File: src/rtl/nexys_starship_spawner.sv
// Monster spawn generator feeding the four lane state machines' *_random inputs.
// A free-running Galois LFSR picks the first lane to try; a tick countdown with a ramp paces spawns.
module nexys_starship_spawner #(
    parameter logic [15:0] LFSR_SEED     = 16'hACE1,
    parameter int          BASE_INTERVAL = 8,
    parameter int          MIN_INTERVAL  = 2,
    parameter int          RAMP_TICKS    = 16
) (
    input  logic       Clk,
    input  logic       Reset,
    input  logic       timer_tick,
    input  logic       play_flag,
    input  logic       gameover_ctrl,
    input  logic [3:0] lane_empty,
    output logic [3:0] spawn,
    output logic [3:0] cur_interval,
    output logic [7:0] spawn_count,
    output logic       q_Idle,
    output logic       q_Run,
    output logic       q_Spawn,
    output logic       q_Halt
);

    localparam logic [1:0]  ST_IDLE   = 2'd0;
    localparam logic [1:0]  ST_RUN    = 2'd1;
    localparam logic [1:0]  ST_SPAWN  = 2'd2;
    localparam logic [1:0]  ST_HALT   = 2'd3;
    localparam logic [3:0]  BASE_I    = 4'(BASE_INTERVAL);
    localparam logic [3:0]  MIN_I     = 4'(MIN_INTERVAL);
    localparam logic [7:0]  RAMP_T    = 8'(RAMP_TICKS);
    localparam logic [15:0] LFSR_MASK = 16'hB400;

    logic [1:0]  r_state;
    logic [15:0] r_lfsr;
    logic [3:0]  r_interval;
    logic [3:0]  r_countdown;
    logic [7:0]  r_ramp;
    logic [7:0]  r_count;
    logic        r_pending;
    logic [1:0]  r_cand;
    logic [1:0]  r_tries;
    logic [3:0]  r_spawn;

    logic [1:0]  w_state_next;
    logic [3:0]  w_interval_next;
    logic [3:0]  w_countdown_next;
    logic [7:0]  w_ramp_next;
    logic [7:0]  w_count_next;
    logic        w_pending_next;
    logic [1:0]  w_cand_next;
    logic [1:0]  w_tries_next;
    logic [3:0]  w_spawn_next;
    logic        w_reload;

    logic [15:0] w_lfsr_next;
    logic [7:0]  w_ramp_inc;
    logic        w_ramp_wrap;
    logic [3:0]  w_interval_ramped;
    logic        w_expire;
    logic [3:0]  w_cand_onehot;
    logic        w_cand_empty;

    assign w_lfsr_next       = {1'b0, r_lfsr[15:1]} ^ (r_lfsr[0] ? LFSR_MASK : 16'h0000);
    assign w_ramp_inc        = r_ramp + 8'd1;
    assign w_ramp_wrap       = (w_ramp_inc == RAMP_T);
    // The countdown reload uses the interval after this tick's ramp step.
    assign w_interval_ramped = (w_ramp_wrap && (r_interval > MIN_I)) ? r_interval - 4'd1 : r_interval;
    assign w_expire          = timer_tick && (r_countdown == 4'd1);

    genvar gi;
    generate
        for (gi = 0; gi < 4; gi++) begin : g_cand
            assign w_cand_onehot[gi] = (r_cand == 2'(gi));
        end
    endgenerate

    assign w_cand_empty = |(w_cand_onehot & lane_empty);

    always_comb begin
        w_state_next     = r_state;
        w_interval_next  = r_interval;
        w_countdown_next = r_countdown;
        w_ramp_next      = r_ramp;
        w_count_next     = r_count;
        w_pending_next   = r_pending;
        w_cand_next      = r_cand;
        w_tries_next     = r_tries;
        w_spawn_next     = 4'b0000;
        w_reload         = 1'b0;

        case (r_state)
            ST_IDLE: begin
                w_reload = 1'b1;
                if (play_flag) begin
                    w_state_next = ST_RUN;
                end
            end
            ST_RUN, ST_SPAWN: begin
                if (gameover_ctrl) begin
                    w_state_next = ST_HALT;
                end else begin
                    if (timer_tick) begin
                        w_ramp_next      = w_ramp_wrap ? 8'd0 : w_ramp_inc;
                        w_interval_next  = w_interval_ramped;
                        w_countdown_next = w_expire ? w_interval_ramped : r_countdown - 4'd1;
                        if (w_expire) begin
                            w_pending_next = 1'b1;
                        end
                    end
                    if (r_state == ST_RUN) begin
                        if (r_pending) begin
                            w_state_next = ST_SPAWN;
                            w_cand_next  = r_lfsr[1:0];
                            w_tries_next = 2'd0;
                        end
                    end else if (w_cand_empty) begin
                        // A fresh expiry in the same cycle stays queued for the next RUN.
                        w_spawn_next   = w_cand_onehot;
                        w_count_next   = (r_count == 8'hFF) ? r_count : r_count + 8'd1;
                        w_pending_next = w_expire;
                        w_state_next   = ST_RUN;
                    end else if (r_tries == 2'd3) begin
                        w_pending_next = w_expire;
                        w_state_next   = ST_RUN;
                    end else begin
                        w_cand_next  = r_cand + 2'd1;
                        w_tries_next = r_tries + 2'd1;
                    end
                end
            end
            default: begin
                if (!gameover_ctrl) begin
                    w_state_next = ST_IDLE;
                    w_reload     = 1'b1;
                end
            end
        endcase

        if (w_reload) begin
            w_interval_next  = BASE_I;
            w_countdown_next = BASE_I;
            w_ramp_next      = 8'd0;
            w_pending_next   = 1'b0;
            w_count_next     = 8'd0;
        end
    end

    always_ff @(posedge Clk or negedge Reset) begin
        if (!Reset) begin
            r_state     <= ST_IDLE;
            r_lfsr      <= LFSR_SEED;
            r_interval  <= BASE_I;
            r_countdown <= BASE_I;
            r_ramp      <= 8'd0;
            r_count     <= 8'd0;
            r_pending   <= 1'b0;
            r_cand      <= 2'd0;
            r_tries     <= 2'd0;
            r_spawn     <= 4'b0000;
        end else begin
            r_state     <= w_state_next;
            r_lfsr      <= w_lfsr_next;
            r_interval  <= w_interval_next;
            r_countdown <= w_countdown_next;
            r_ramp      <= w_ramp_next;
            r_count     <= w_count_next;
            r_pending   <= w_pending_next;
            r_cand      <= w_cand_next;
            r_tries     <= w_tries_next;
            r_spawn     <= w_spawn_next;
        end
    end

    assign spawn        = r_spawn;
    assign cur_interval = r_interval;
    assign spawn_count  = r_count;
    assign q_Idle       = (r_state == ST_IDLE);
    assign q_Run        = (r_state == ST_RUN);
    assign q_Spawn      = (r_state == ST_SPAWN);
    assign q_Halt       = (r_state == ST_HALT);

endmodule

File: config.mk
export PLATFORM = sky130hd
export DESIGN_NAME = nexys_starship_spawner
export DESIGN_NICKNAME = d
export VERILOG_FILES = /design/src/rtl/nexys_starship_spawner.sv
export SDC_FILE = /design/constraint.sdc
export NUM_CORES = 1
export LEC_CHECK = 0
export ABC_AREA = 1
export CAP_MARGIN = 20
export CORE_MARGIN = 2
export CORE_UTILIZATION = 63
export DETAILED_ROUTE_END_ITERATION = 12
export DONT_BUFFER_PORTS = 1
export PLACE_DENSITY = 0.82
export SLEW_MARGIN = 10
export SYNTH_ARGS = -nofsm -noshare
export SYNTH_HDL_FRONTEND = slang
export SYNTH_SLANG_ARGS = --single-unit
File: constraint.sdc
create_clock -name Clk -period 1.9 [get_ports Clk]
set_input_delay 0.285 -clock Clk [delete_from_list [all_inputs] [get_ports Clk]]
set_output_delay 0.285 -clock Clk [all_outputs]
set_load 0.01 [all_outputs]
==> results.py <==
metrics = {
    "worst_setup_path": {
        "slowest_stage": "dfrtp_1",
        "cp.depth": 9,
        "critPathRequiredTime_ns": 2.09,
        "path_class": "reg2reg",
        "critPathCaptureType": "flop",
        "cp_top_family": "compound AO/OA/AOI/OAI gates",
        "crit_path_frequent_cell": "nand2_1",
        "crit_path_start_kind": "flop",
        "crit_chain": "inv_1 -> ha_1 -> a22o_1 -> nor2_2 -> nand2_1 -> nand2_1 -> o2111ai_4 -> nand2_1 -> o21ai_0",
        "worstPathBufferInverterCount": 1,
        "cpPeakStageDelay_ns": 0.43,
        "cp_data_arrival_time_ns": 2.04,
        "cp_max_fo": 7,
        "rrSetupSlack_ns": 0.05,
        "r2r_cells": 9,
    },
    "floorplan": {
        "dieArea_um2": 4660,
        "start_util": 0.651,
        "core_region_area_um2": 4000,
        "num_rows": 23,
        "dieWidth_um": 68.3,
        "die_h_um": 68.3,
        "ioPinCount": 29,
    },
    "sta": {
        "clock.fmax_ghz": 0.539,
        "finalMaxSlewViolations": 0,
        "setup_tns_ns": 0,
        "setup_viol": 0,
        "tightest_slew_ns": 0.449,
        "hold_slack_ns": 0.243,
        "hold_viol_final": 0,
        "slew_headroom": 0.698,
        "rsz0062_at_grt": "yes",
        "finalCriticalPeriod_ns": 1.85,
        "min_period_over_period": 0.976,
        "clock_skew_ns": 0.00484,
    },
    "place": {
        "io_buffer_count": 0,
        "place.gp.congestion": 0.813,
        "dpl.cell_count": 349,
        "post_dp_cell_area_um2": 2740,
        "hpwl_mm": 3.71,
    },
    "logic_synthesis": {
        "synth_seq_cells": 51,
        "ys_warn_count": 0,
        "synth.most_common_cell": "nand2_1",
        "ys_async_sr_fraction": 1.00,
        "seq_area_frac_synth": 0.495,
        "syn-mean-instance-area_um2": 8.98,
        "synth_top_cells_by_area": "dfrtp_1, dfstp_2, nand2_1",
        "netlist_instances": 290,
        "netlist_area_um2": 2600,
        "yosysTopAreaCellShare": 0.394,
        "yosysUniqueCellTypes": 34,
        "synth_edf_count": 0,
        "yosys.area.top_type": "dfrtp_1",
        "ys.flop_type": "dfrtp_1",
        "synth_nets": 314,
        "synth_top_cells_by_count": "nand2_1, dfrtp_1, inv_1",
    },
    "layout": {
        "multi_input_area_um2": 1210,
        "drive_gt1_frac": 0.198,
        "design_area_um2": 2940,
        "fin_cells": 363,
        "diodes": 0,
        "fin_nets": 336,
        "final_util": 0.736,
        "area_growth_pct": 13.0,
        "fillers": 288,
        "seq_area_um2": 1290,
    },
    "global_route": {
        "gr-usage-all-layers": 0.256,
        "grt_overflow_total": 0,
        "antenna_found_initial": 0,
        "grt_start_max_net_pins": 52,
        "grt_pass1_vias": 2030,
        "grt_pass1_wl_mm": 8.80,
    },
    "routing": {
        "wl_met1_mm": 2.26,
        "wl_met3_um": 301,
        "drc": 0,
        "routed_via_density": 5.59,
        "wl_mm": 5.36,
        "drt_iter0_drc": 118,
        "num_vias": 2030,
        "first_pass_iters": 4,
        "wl_per_cell_um": 14.8,
        "detail-route-antenna-nets": 0,
        "top_layer": "met4",
        "dr_wl_met2_mm": 2.71,
    },
    "power": {
        "vdd_drop_max_v": 0.000852,
        "leakagePower_nw": 1.40,
        "power.density_nw_per_um2": 1280,
    },
    "clocking": {
        "cts_tree": "yes",
        "cts_buffer_depth": 2,
        "worstSkewPairLatency_ns": 0.31,
        "path_clk_slew_ns": 0.10,
        "cts.sinks": 51,
        "cts_inserted_buffers": 5,
        "root_buffer": "clkbuf_8",
        "ctsHtreeMaxLevel": 2,
    },
    "flow_run": {
        "maxCapViolations": 0,
    },
    "outcome": {
        "status": "finished, final reports clean",
    },
    "worst_hold_path": {
        "hold_depth": 3,
        "hold_path.class": "in2reg",
    },
}
-- where the power goes --
| part | switching [mW] | internal [mW] | leakage [nW] |
|---|---|---|---|
| Combinational | 1.06 | 0.644 | 0.696 |
| Sequential | 0.149 | 1.24 | 0.660 |
| Clock | 0.392 | 0.273 | 0.0467 |
-- layer usage --
| layer | GRT usage | up-vias |
|---|---|---|
| met5 | 0 | - |
| met4 | 0.0700 | 0 |
| met3 | 0.0625 | 10 |
| met2 | 0.451 | 67 |
| met1 | 0.311 | 967 |
| li1 | - | 986 |
-- through the flow --
stage                     setup WS [ns]  power (mW)
final                            0.0453        3.76
after global routing            -0.0786        4.04
after CTS                        0.0321        3.61
after detailed placement         0.0269        2.88
after global placement            0.153        2.78
after floorplan                   0.239        2.40
-- final timing paths --
kind | startpoint | endpoint
setup reg to reg | r_cand[0] | r_tries[0]
setup / recovery | r_cand[0] | r_tries[0]
hold / removal | gameover_ctrl | spawn[3]
hold reg to reg | r_lfsr[3] | r_lfsr[2]
min in group asynchronous | Reset | spawn_count[1]
max in group asynchronous | Reset | cur_interval[3]
-- logic make-up (layout without fill, tap and decap cells) --
logic type                 after synthesis  after routing  share of synthesized area
and+or+nand+nor                        128            128                      0.232
DFF                                     51             51                      0.495
AOI/OAI and AO/OA                       44             44                     0.0980
buffers and inverters                   38             61                     0.0553
adders and majority gates               15             15                     0.0721
xor gates and xnor gates                13             13                     0.0437
muxes                                    1              1                    0.00384
-- sequential cells by signal (all words and copies together) (netlist names) --
| register | flops |
|---|---|
| spawn | 4 |
| r_countdown | 4 |
| spawn_count | 8 |
| r_tries | 2 |
| r_lfsr | 16 |
| r_pending | 1 |
| cur_interval | 4 |
| r_cand | 2 |
| r_state | 2 |
| r_ramp | 8 |
-- timing repair --
action                                 4_1_cts  5_1_grt
hold buffers                                 2        0
setup endpoints to repair                    4       27
buffers inserted                             0        4
endpoints found under the hold margin       51        0
gates resized for setup                      1        7
-- worst register-to-register path: cells and delay by family, from the launching register on --
kind	cells	cell delay, ns
AOI/OAI and AO/OA	3	0.50
and+or+nand+nor	4	0.48
DFF	1	0.43
adders and majority gates	1	0.24
buffers and inverters	1	0.10
-- placed cells by master, fill, tap and decap left out, drive strengths merged, types with 2 or more instances in the layout --
cell    Yosys  final
ha         15     15
xor2       12     12
nand4       8      8
nor3b       4      4
a21oi      11     11
clkbuf      0      5
buf         1     15
dfstp      10     10
nand3      14     14
o31ai       5      5
nor3        3      3
o21ai      22     22
dfrtp      41     41
nor2       23     23
inv        36     38
nand2      74     74
or2         2      2
-- cell type report --
cell class	instances	area share
multi-input cells	201	0.412
repair buffers	16	0.0485
clock inverters	3	0.00935
clock buffers	5	0.0234
well taps	50	0.0213
flip-flops and latches	51	0.438
inverters	37	0.0472
Note: power is estimated with default switching activity, not from simulation.
